--- config.mk ---
export PLATFORM = sky130hd
export DESIGN_NAME = vpu_dispatch_scoreboard
export DESIGN_NICKNAME = d
export VERILOG_FILES = /design/src/rtl/vpu_dispatch_scoreboard.sv
export SDC_FILE = /design/constraint.sdc
export NUM_CORES = 1
export LEC_CHECK = 0
export CAP_MARGIN = 20
export CORE_MARGIN = 5
export CORE_UTILIZATION = 48
export CTS_CLUSTER_DIAMETER = 200
export DETAILED_ROUTE_END_ITERATION = 12
export PLACE_DENSITY_LB_ADDON = 0.2
export REMOVE_ABC_BUFFERS = 1
export SYNTH_ARGS = -nofsm -noshare
export SYNTH_HDL_FRONTEND = slang
export SYNTH_SLANG_ARGS = --single-unit
--- constraint.sdc ---
create_clock -name clk_i -period 3.1 [get_ports clk_i]
set_input_delay 0.62 -clock clk_i [delete_from_list [all_inputs] [get_ports clk_i]]
set_output_delay 0.62 -clock clk_i [all_outputs]
set_load 0.03 [all_outputs]
--- src/rtl/vpu_dispatch_scoreboard.sv ---
// Purpose: single-entry dispatch register with a vector-register busy scoreboard (RAW/WAW) routing uops to FUs.
// Latency: one register stage, so a uop accepted in cycle N can issue in cycle N+1; one uop per cycle sustained.
// Backpressure: ready drops while a held uop cannot fire (hazard or FU not ready); valid never depends on FU ready.
package vpu_dispatch_pkg;
  localparam int FU_W   = 3;
  localparam int VREG_W = 5;

  typedef struct packed {
    logic [FU_W-1:0]   fu;
    logic [VREG_W-1:0] vd;
    logic [VREG_W-1:0] vs1;
    logic [VREG_W-1:0] vs2;
    logic              wr_vd;
    logic              rd_vs1;
    logic              rd_vs2;
  } VPU_uOP_t;
endpackage

module vpu_dispatch_scoreboard
  import vpu_dispatch_pkg::*;
#(
  parameter  int NUM_FU   = 4,
  parameter  int NUM_WB   = 2,
  parameter  int NUM_VREG = 32,
  localparam int VW       = $clog2(NUM_VREG)
) (
  input  logic                 clk_i,
  input  logic                 rst_i,
  input  logic                 dispatch_valid_i,
  input  VPU_uOP_t             dispatch_entry_i,
  output logic                 dispatch_ready_o,
  output logic [NUM_FU-1:0]    fu_valid_o,
  output VPU_uOP_t             fu_entry_o,
  input  logic [NUM_FU-1:0]    fu_ready_i,
  input  logic [NUM_WB-1:0]    wb_valid_i,
  input  logic [NUM_WB*VW-1:0] wb_vd_i,
  output logic                 idle_o,
  output logic [31:0]          stall_cnt_o
);

  typedef enum logic {ST_EMPTY, ST_HELD} state_t;

  state_t              state_q, state_d;
  VPU_uOP_t            hold_q;
  logic [NUM_VREG-1:0] busy_q, busy_d;
  logic [31:0]         stall_q;
  logic [NUM_FU-1:0]   fu_sel;
  logic                hold_valid, hazard, issue_ok, fire, accept;

  // Hazard check against registered busy bits, FU decode and the issue/accept handshake.
  always_comb begin
    fu_sel = '0;
    for (int i = 0; i < NUM_FU; i++) begin
      if (hold_q.fu == FU_W'(i)) fu_sel[i] = 1'b1;
    end
    hold_valid = (state_q == ST_HELD);
    hazard     = (hold_q.rd_vs1 & busy_q[hold_q.vs1]) |
                 (hold_q.rd_vs2 & busy_q[hold_q.vs2]) |
                 (hold_q.wr_vd  & busy_q[hold_q.vd]);
    issue_ok   = hold_valid & ~hazard;
    // An out-of-range FU index decodes to no port, so such a uop is never issued.
    fu_valid_o       = issue_ok ? fu_sel : '0;
    fire             = issue_ok & (|(fu_sel & fu_ready_i));
    dispatch_ready_o = ~hold_valid | fire;
    accept           = dispatch_valid_i & dispatch_ready_o;
  end

  // Next-state: a new accept always leaves the register full; a fire alone empties it.
  always_comb begin
    state_d = state_q;
    case (state_q)
      ST_EMPTY: if (accept) state_d = ST_HELD;
      ST_HELD:  if (fire && !accept) state_d = ST_EMPTY;
      default:  state_d = ST_EMPTY;
    endcase
  end

  // Scoreboard update: writeback clears first, then the issuing writer sets, so set wins.
  always_comb begin
    busy_d = busy_q;
    for (int k = 0; k < NUM_WB; k++) begin
      if (wb_valid_i[k]) busy_d[wb_vd_i[k*VW +: VW]] = 1'b0;
    end
    if (fire && hold_q.wr_vd) busy_d[hold_q.vd] = 1'b1;
  end

  // FSM state register.
  always_ff @(posedge clk_i or negedge rst_i) begin
    if (!rst_i) state_q <= ST_EMPTY;
    else        state_q <= state_d;
  end

  // Hold register loads only on accept, keeping fu_entry_o stable until fire.
  always_ff @(posedge clk_i or negedge rst_i) begin
    if (!rst_i)      hold_q <= '0;
    else if (accept) hold_q <= dispatch_entry_i;
  end

  // Busy scoreboard register.
  always_ff @(posedge clk_i or negedge rst_i) begin
    if (!rst_i) busy_q <= '0;
    else        busy_q <= busy_d;
  end

  // Hazard stall counter; FU backpressure cycles are not hazards and are not counted.
  always_ff @(posedge clk_i or negedge rst_i) begin
    if (!rst_i)                                        stall_q <= '0;
    else if (hold_valid && hazard && stall_q != '1)    stall_q <= stall_q + 32'd1;
  end

  assign fu_entry_o  = hold_q;
  assign stall_cnt_o = stall_q;
  assign idle_o      = ~hold_valid & ~(|busy_q);

  // A held uop naming a non-existent FU would sit in the register forever.
  a_legal_fu: assert property (@(posedge clk_i) disable iff (!rst_i)
                               (state_q == ST_HELD) |-> (int'(hold_q.fu) < NUM_FU));

endmodule
==> Word level (Yosys, flattened, before mapping) <==
Cells that the tools add are included.
{ "word_totals": {"regBits": 86, "input_bits": 40, "output_inout_bits": 59} }
{ "classes": {"add_sub_neg": 1, "magnitude_cmp": 8, "eq_ne": 4, "muxes": 23, "bitwise_logic": 19, "reduce_logical": 11} }
{ "ops": {"columns": ["operator", "count"], "rows": [
  ["two-way mux 32 bit", 3],
  ["bitwise AND 32 bit", 2],
  ["inverter 32 bit", 2],
  ["adder 32 x 1 -> 32 bit (second input constant)", 1],
  ["inequality test 32 bit (second input constant)", 1],
  ["OR 32 bit", 1],
  ["OR reduction 32 bit", 1],
  ["less-than comparator 5 x 6 -> 1 bit (second input constant)", 5],
  ["binary-select mux 1 bit (select 5 bit)", 3],
  ["demux 1 bit (select 5 bit)", 3],
  ["greater-or-equal comparator 5 x 1 -> 1 bit (second input constant)", 3],
  ["two-way mux 1 bit", 12],
  ["bitwise AND 1 bit", 7],
  ["logical AND 1 bit", 7],
  ["== test 3 x 2 -> 1 bit (second input constant)", 2],
  ["bitwise AND 4 bit", 1],
  ["two-way mux 4 bit", 1],
  ["OR reduction 4 bit", 1],
  ["== test 3 x 1 -> 1 bit (second input constant)", 1],
  ["zero test 3 bit", 1],
  ["inverter 1 bit", 3],
  ["OR 1 bit", 3],
  ["case mux 1 bit (2 select lines)", 1],
  ["zero test 1 bit", 1]
]} }

==> Logic depth before layout (Yosys ltp) <==
{ "logic_depth": {"depth_word": 14, "mapped_depth": 12} }

==> Worst setup path before layout <==
OpenSTA, ideal clock, no wires.
{ "synth_timing": {"kind": "register to output", "from": "reg hold_q, in the netlist fu_entry_o[8]", "to": "out fu_valid_o[2]", "arrival_ns": 3.270, "t_required_ns": 2.480, "setup_slack_ns": -0.790, "stages_incl_launch_ff": 10, "n_path_buf": 1, "path_cell_list": "dfrtp_1 buf_6 mux4_1 mux2_2 and3_4 o311ai_4 o221a_4 nand2_4 or2_2 nor3b_1"} }
{ "synth_between": {"elab_chain_cells": 8} }
{ "synth_lines": {"columns": ["item", "line", "source"], "rows": [
  ["start: declaration", "44", "VPU_uOP_t hold_q;"],
  ["start signal: assignment", "96", "else if (accept) hold_q <= dispatch_entry_i;"],
  ["binary-select mux 1 bit (select 5 bit)", "57", "hazard = (hold_q.rd_vs1 & busy_q[hold_q.vs1]) |"],
  ["two-way mux 1 bit (implied by the code)", "57", null],
  ["bitwise AND 1 bit", "57", null],
  ["OR 1 bit", "57", null],
  ["OR 1 bit", "58", "(hold_q.rd_vs2 & busy_q[hold_q.vs2]) |"],
  ["inverter 1 bit", "60", "issue_ok = hold_valid & ~hazard;"],
  ["bitwise AND 1 bit", "60", null],
  ["two-way mux 4 bit", "62", "fu_valid_o = issue_ok ? fu_sel : '0;"],
  ["end: declaration", "32", "output logic [NUM_FU-1:0] fu_valid_o,"]
]} }
Every way passes these cells. The select of a mux whose other input is x is not followed.

==> Final worst setup path <==
Same ends and word-level chain as after synthesis.

==> impl_summary.txt <==
----------------------------------------------------
[Detailed routing]
  Top layer used by detailed routing ... met4
  Wire length per cell after detailed routing ... approximately 20 um
  Vias per Instance ... just under 6
  Number of remaining DRC errors ... 0
  DRT Wirelength ... ~15000 um
  Antenna Nets Post-Route ... 0
  DR WL met3 ... 1319 um
  Number of iterations in the first detailed-routing pass ... 5
  Number of DRC markers in iteration 0 ... between 300 and 400
  Total routed wire length on the met1 layer ... approximately 6800 um
  Wire length on met2 ... between 6000 and 7000 um
  Vias after detailed routing ... around 4.5k

[Status]
  Status ... finished with violations
  Violations in the final reports ... setup timing

[GRT]
  Maximum number of pins on one net before global-route repair ... 87
  Number of antenna violations at the first check in global routing ... 0
  Wire length of the first global-routing pass ... roughly 25000 um
  Number of global-route vias before repair ... about 4.5k
  Gr usage total ... 0.2424
  Overall overflow remaining after global route ... 0

[Critical path]
  Crit path capture type ... output port
  Cell breakdown of the critical path ... mux4_2 > mux2_2 > and3_4 > o311ai_4 > o221a_4 > nand2_4 > or2_4 > nor3b_2 > buf_4
  Required time at the endpoint of the critical path ... approximately 2500 ps
  Arrival time of the worst setup path ... a little under 3000 ps
  Critical Path Slowest Stage Cell ... mux4_2
  Critical Path Source Type ... flop
  Maximum single-stage delay on the critical path ... approximately 510 ps
  Category of the critical setup timing path ... reg -> out
  Worst-path fanout max ... 4

[Die]
  Initial standard-cell utilization of the core ... 0.4953
  Y dimension of the die ... 113.7 um
  CORE AREA ... around 10000 um2
  Ports placed on the boundary ... 99
  Horizontal die dimension ... around 110 um
  Overall die area ... roughly 13000 um2
  Standard-cell rows ... 37

[Clock network]
  Number of H-tree branching levels ... 3
  Skew-Pair Late Insertion Delay ... between 300 and 400 ps
  Num Clock Sinks ... between 80 and 90
  Root Driver ... clkbuf_8
  CTS tree ... yes
  Clock transition at path regs ... roughly 90 ps
  Largest buffer count on any clock path ... 2
  Hold-fix buffer count after cts ... 0
  Number of buffers inserted during clock tree synthesis ... 9

[Synth]
  Distinct cell type count after synthesis ... 48
  Area of the mapped netlist ... ~5200 um2
  Library cell occupying the most area in the post-synthesis netlist ... dfrtp_1
  Mapped Avg Cell Area ... about 11 um2
  Warning count from the yosys run ... 0
  Number of instances in the synthesized netlist ... about 480
  Async set-reset flop share out of synthesis ... 1.000
  Flops & latches, synth ... 86
  Largest cells by area after synthesis ... dfrtp_1 (42%), mux4_2 (6.5%), mux2_2 (4.8%)
  Fraction of the yosys area taken by sequential cells ... 0.4172
  Share of the synthesized area in the top cell type ... 0.4172
  Flip-flop cell with the highest count after synthesis ... dfrtp_1
  Number of flops mapped to enable cells by yosys ... 0

[Finish]
  Most frequent cells in the layout ... clkdlybuf4s50_1 (91), dfrtp_1 (81), buf_4 (66), nand2_1 (55), a22oi_1 (32)
  Commonest non-fill, non-tap cell in the layout ... clkdlybuf4s50_1
  Post-layout nets ... between 600 and 700
  Synthesis-to-layout area growth ... 35.80%
  Layout fillers ... a little over 800
  Layout Cell Area excl Fill ... between 7000 and 8000 um2
  Antenna diode count ... 0
  Layout cell share with drive strength beyond 1 ... 0.2965

[Placed design]
  Final weighted congestion in routability-driven placement ... slightly above 0.9
  Estimated wirelength of the detail-placed design ... 11190 um
  Worst Setup Slack post-DPL ... -244.3 ps
  DP Area ... between 6000 and 7000 um2
  IO buf count ... a little under 100

[STA]
  Worst rel slew slack ... 0.5995
  Achievable frequency ... 278.9 MHz
  Final hold viol count ... 0
  Measured slew at the worst slew-check pin ... roughly 600 ps
  Fin crit period ... between 3000 and 4000 ps
  Final cycle utilization of the critical path ... 1.157
  Setup violations, final ... 5
  Setup_tns ... -2019 ps
  Max-slew violation total from the final report ... 0
  Setup repair after global routing missed its margin ... yes
  Final Skew ... ~14 ps
  Min setup slack post-route ... -485.3 ps

[Power]
  Cell Pwr Density ... 925.5 nW/um2
  Leakage ... approximately 3 nW
  VDD IR max ... 0.0006627 V

[Min path]
  Class of the tightest hold or removal check ... in -> async

[Run]
  Total of max-cap violations ... 0

----------------------------------------------------
==> metal layers <==
layer	GRT usage	vias to the layer above
met2	0.3640	213
met4	0.06170	0
met5	0	-
met3	0.06419	36
met1	0.3503	2179
li1	-	2090
==> registers in the layout, summed over array words and instances (netlist names) <==
name,cells
stall_cnt_o,32
hold_valid,1
busy_q,32
fu_entry_o,21
==> cell usage after synthesis, types with 5 or more instances <==
cell type / instances
nand4_1: 6
nor3b_1: 11
dfrtp_1: 86
nand2_1: 55
mux2i_1: 20
inv_1: 12
buf_6: 7
a22oi_1: 32
buf_2: 9
mux4_2: 15
xnor2_1: 8
nor4_1: 16
xor2_1: 23
nor2_1: 18
clkbuf_1: 13
nor3_1: 17
nand3_1: 11
o21ai_1: 14
and3b_1: 5
nor4_2: 5
o22ai_1: 5
and3_1: 7
mux2_2: 22
o21ai_2: 18
==> worst paths after layout <==
path,start,end,slack (ps),depth (start not counted)
setup / recovery,fu_entry_o[8],fu_valid_o[2],-490,9
hold / removal,rst_i,busy_q[4],220,1
setup reg to reg,fu_entry_o[8],busy_q[14],70,9
hold reg to reg,stall_cnt_o[21],stall_cnt_o[21],490,1
max in group asynchronous,rst_i,fu_entry_o[17],2250,2
min in group clk_i,stall_cnt_o[21],stall_cnt_o[21],490,1
==> where the power goes <==
part           switching, mW  internal, mW  total [mW]
Clock                  0.453         0.386       0.839
Combinational           1.90          1.86        3.76
Sequential             0.417          1.47        1.89
Total                   2.77          3.71        6.48
==> final cells by class <==
cell class,instances,area (um2),area share
Tap cell,136,170.2,0.02429
Sequential cell,86,2158,0.3081
Clock inverter,7,81.33,0.01161
Timing Repair Buffer,169,1564,0.2233
Inverter,12,45.04,0.006430
Multi-Input combinational cell,351,2863,0.4086
Clock buffer,9,123.9,0.01768
==> worst max-delay path: cells and delay by family, from the launching register on <==
kind | cells | cell delay [ps]
multiplexers | 2 | 790
AND/OR/NAND/NOR | 4 | 670
AO/OA/AOI/OAI | 2 | 540
flip-flops | 1 | 430
buffers and inverters | 1 | 190
==> cells by family (layout without fill, tap and decap cells) <==
group | after synthesis | after routing | share of synthesized area
AND/OR/NAND/NOR | 177 | 177 | 0.1933
multiplexers | 61 | 61 | 0.1727
adder cells (fa/ha/maj) | 1 | 1 | 0.002425
XOR/XNOR | 31 | 31 | 0.05263
buffers and inverters | 41 | 197 | 0.04220
AO/OA/AOI/OAI | 81 | 81 | 0.1196
flip-flops | 86 | 86 | 0.4172
==> repair_timing <==
item,in CTS,in global routing
setup endpoints to repair,5,20
pin swaps,5,2
gates cloned,0,0
resized for setup,26,8
buffers inserted,4,0
==> per-stage QoR <==
stage | hold slack [ps] | total power, mW | cells | utilization
global placement | 472.8 | 5.389 | 749 | 0.6365
CTS | 496.0 | 6.436 | 769 | 0.6661
finish | 218.5 | 6.483 | 770 | 0.6726
floorplan | 324.4 | 3.800 | 449 | -
global route | 247.0 | 6.855 | 770 | 0.6726
detailed placement | 480.2 | 5.440 | 749 | 0.6365
No activity file was read; power rests on OpenSTA's default activity.
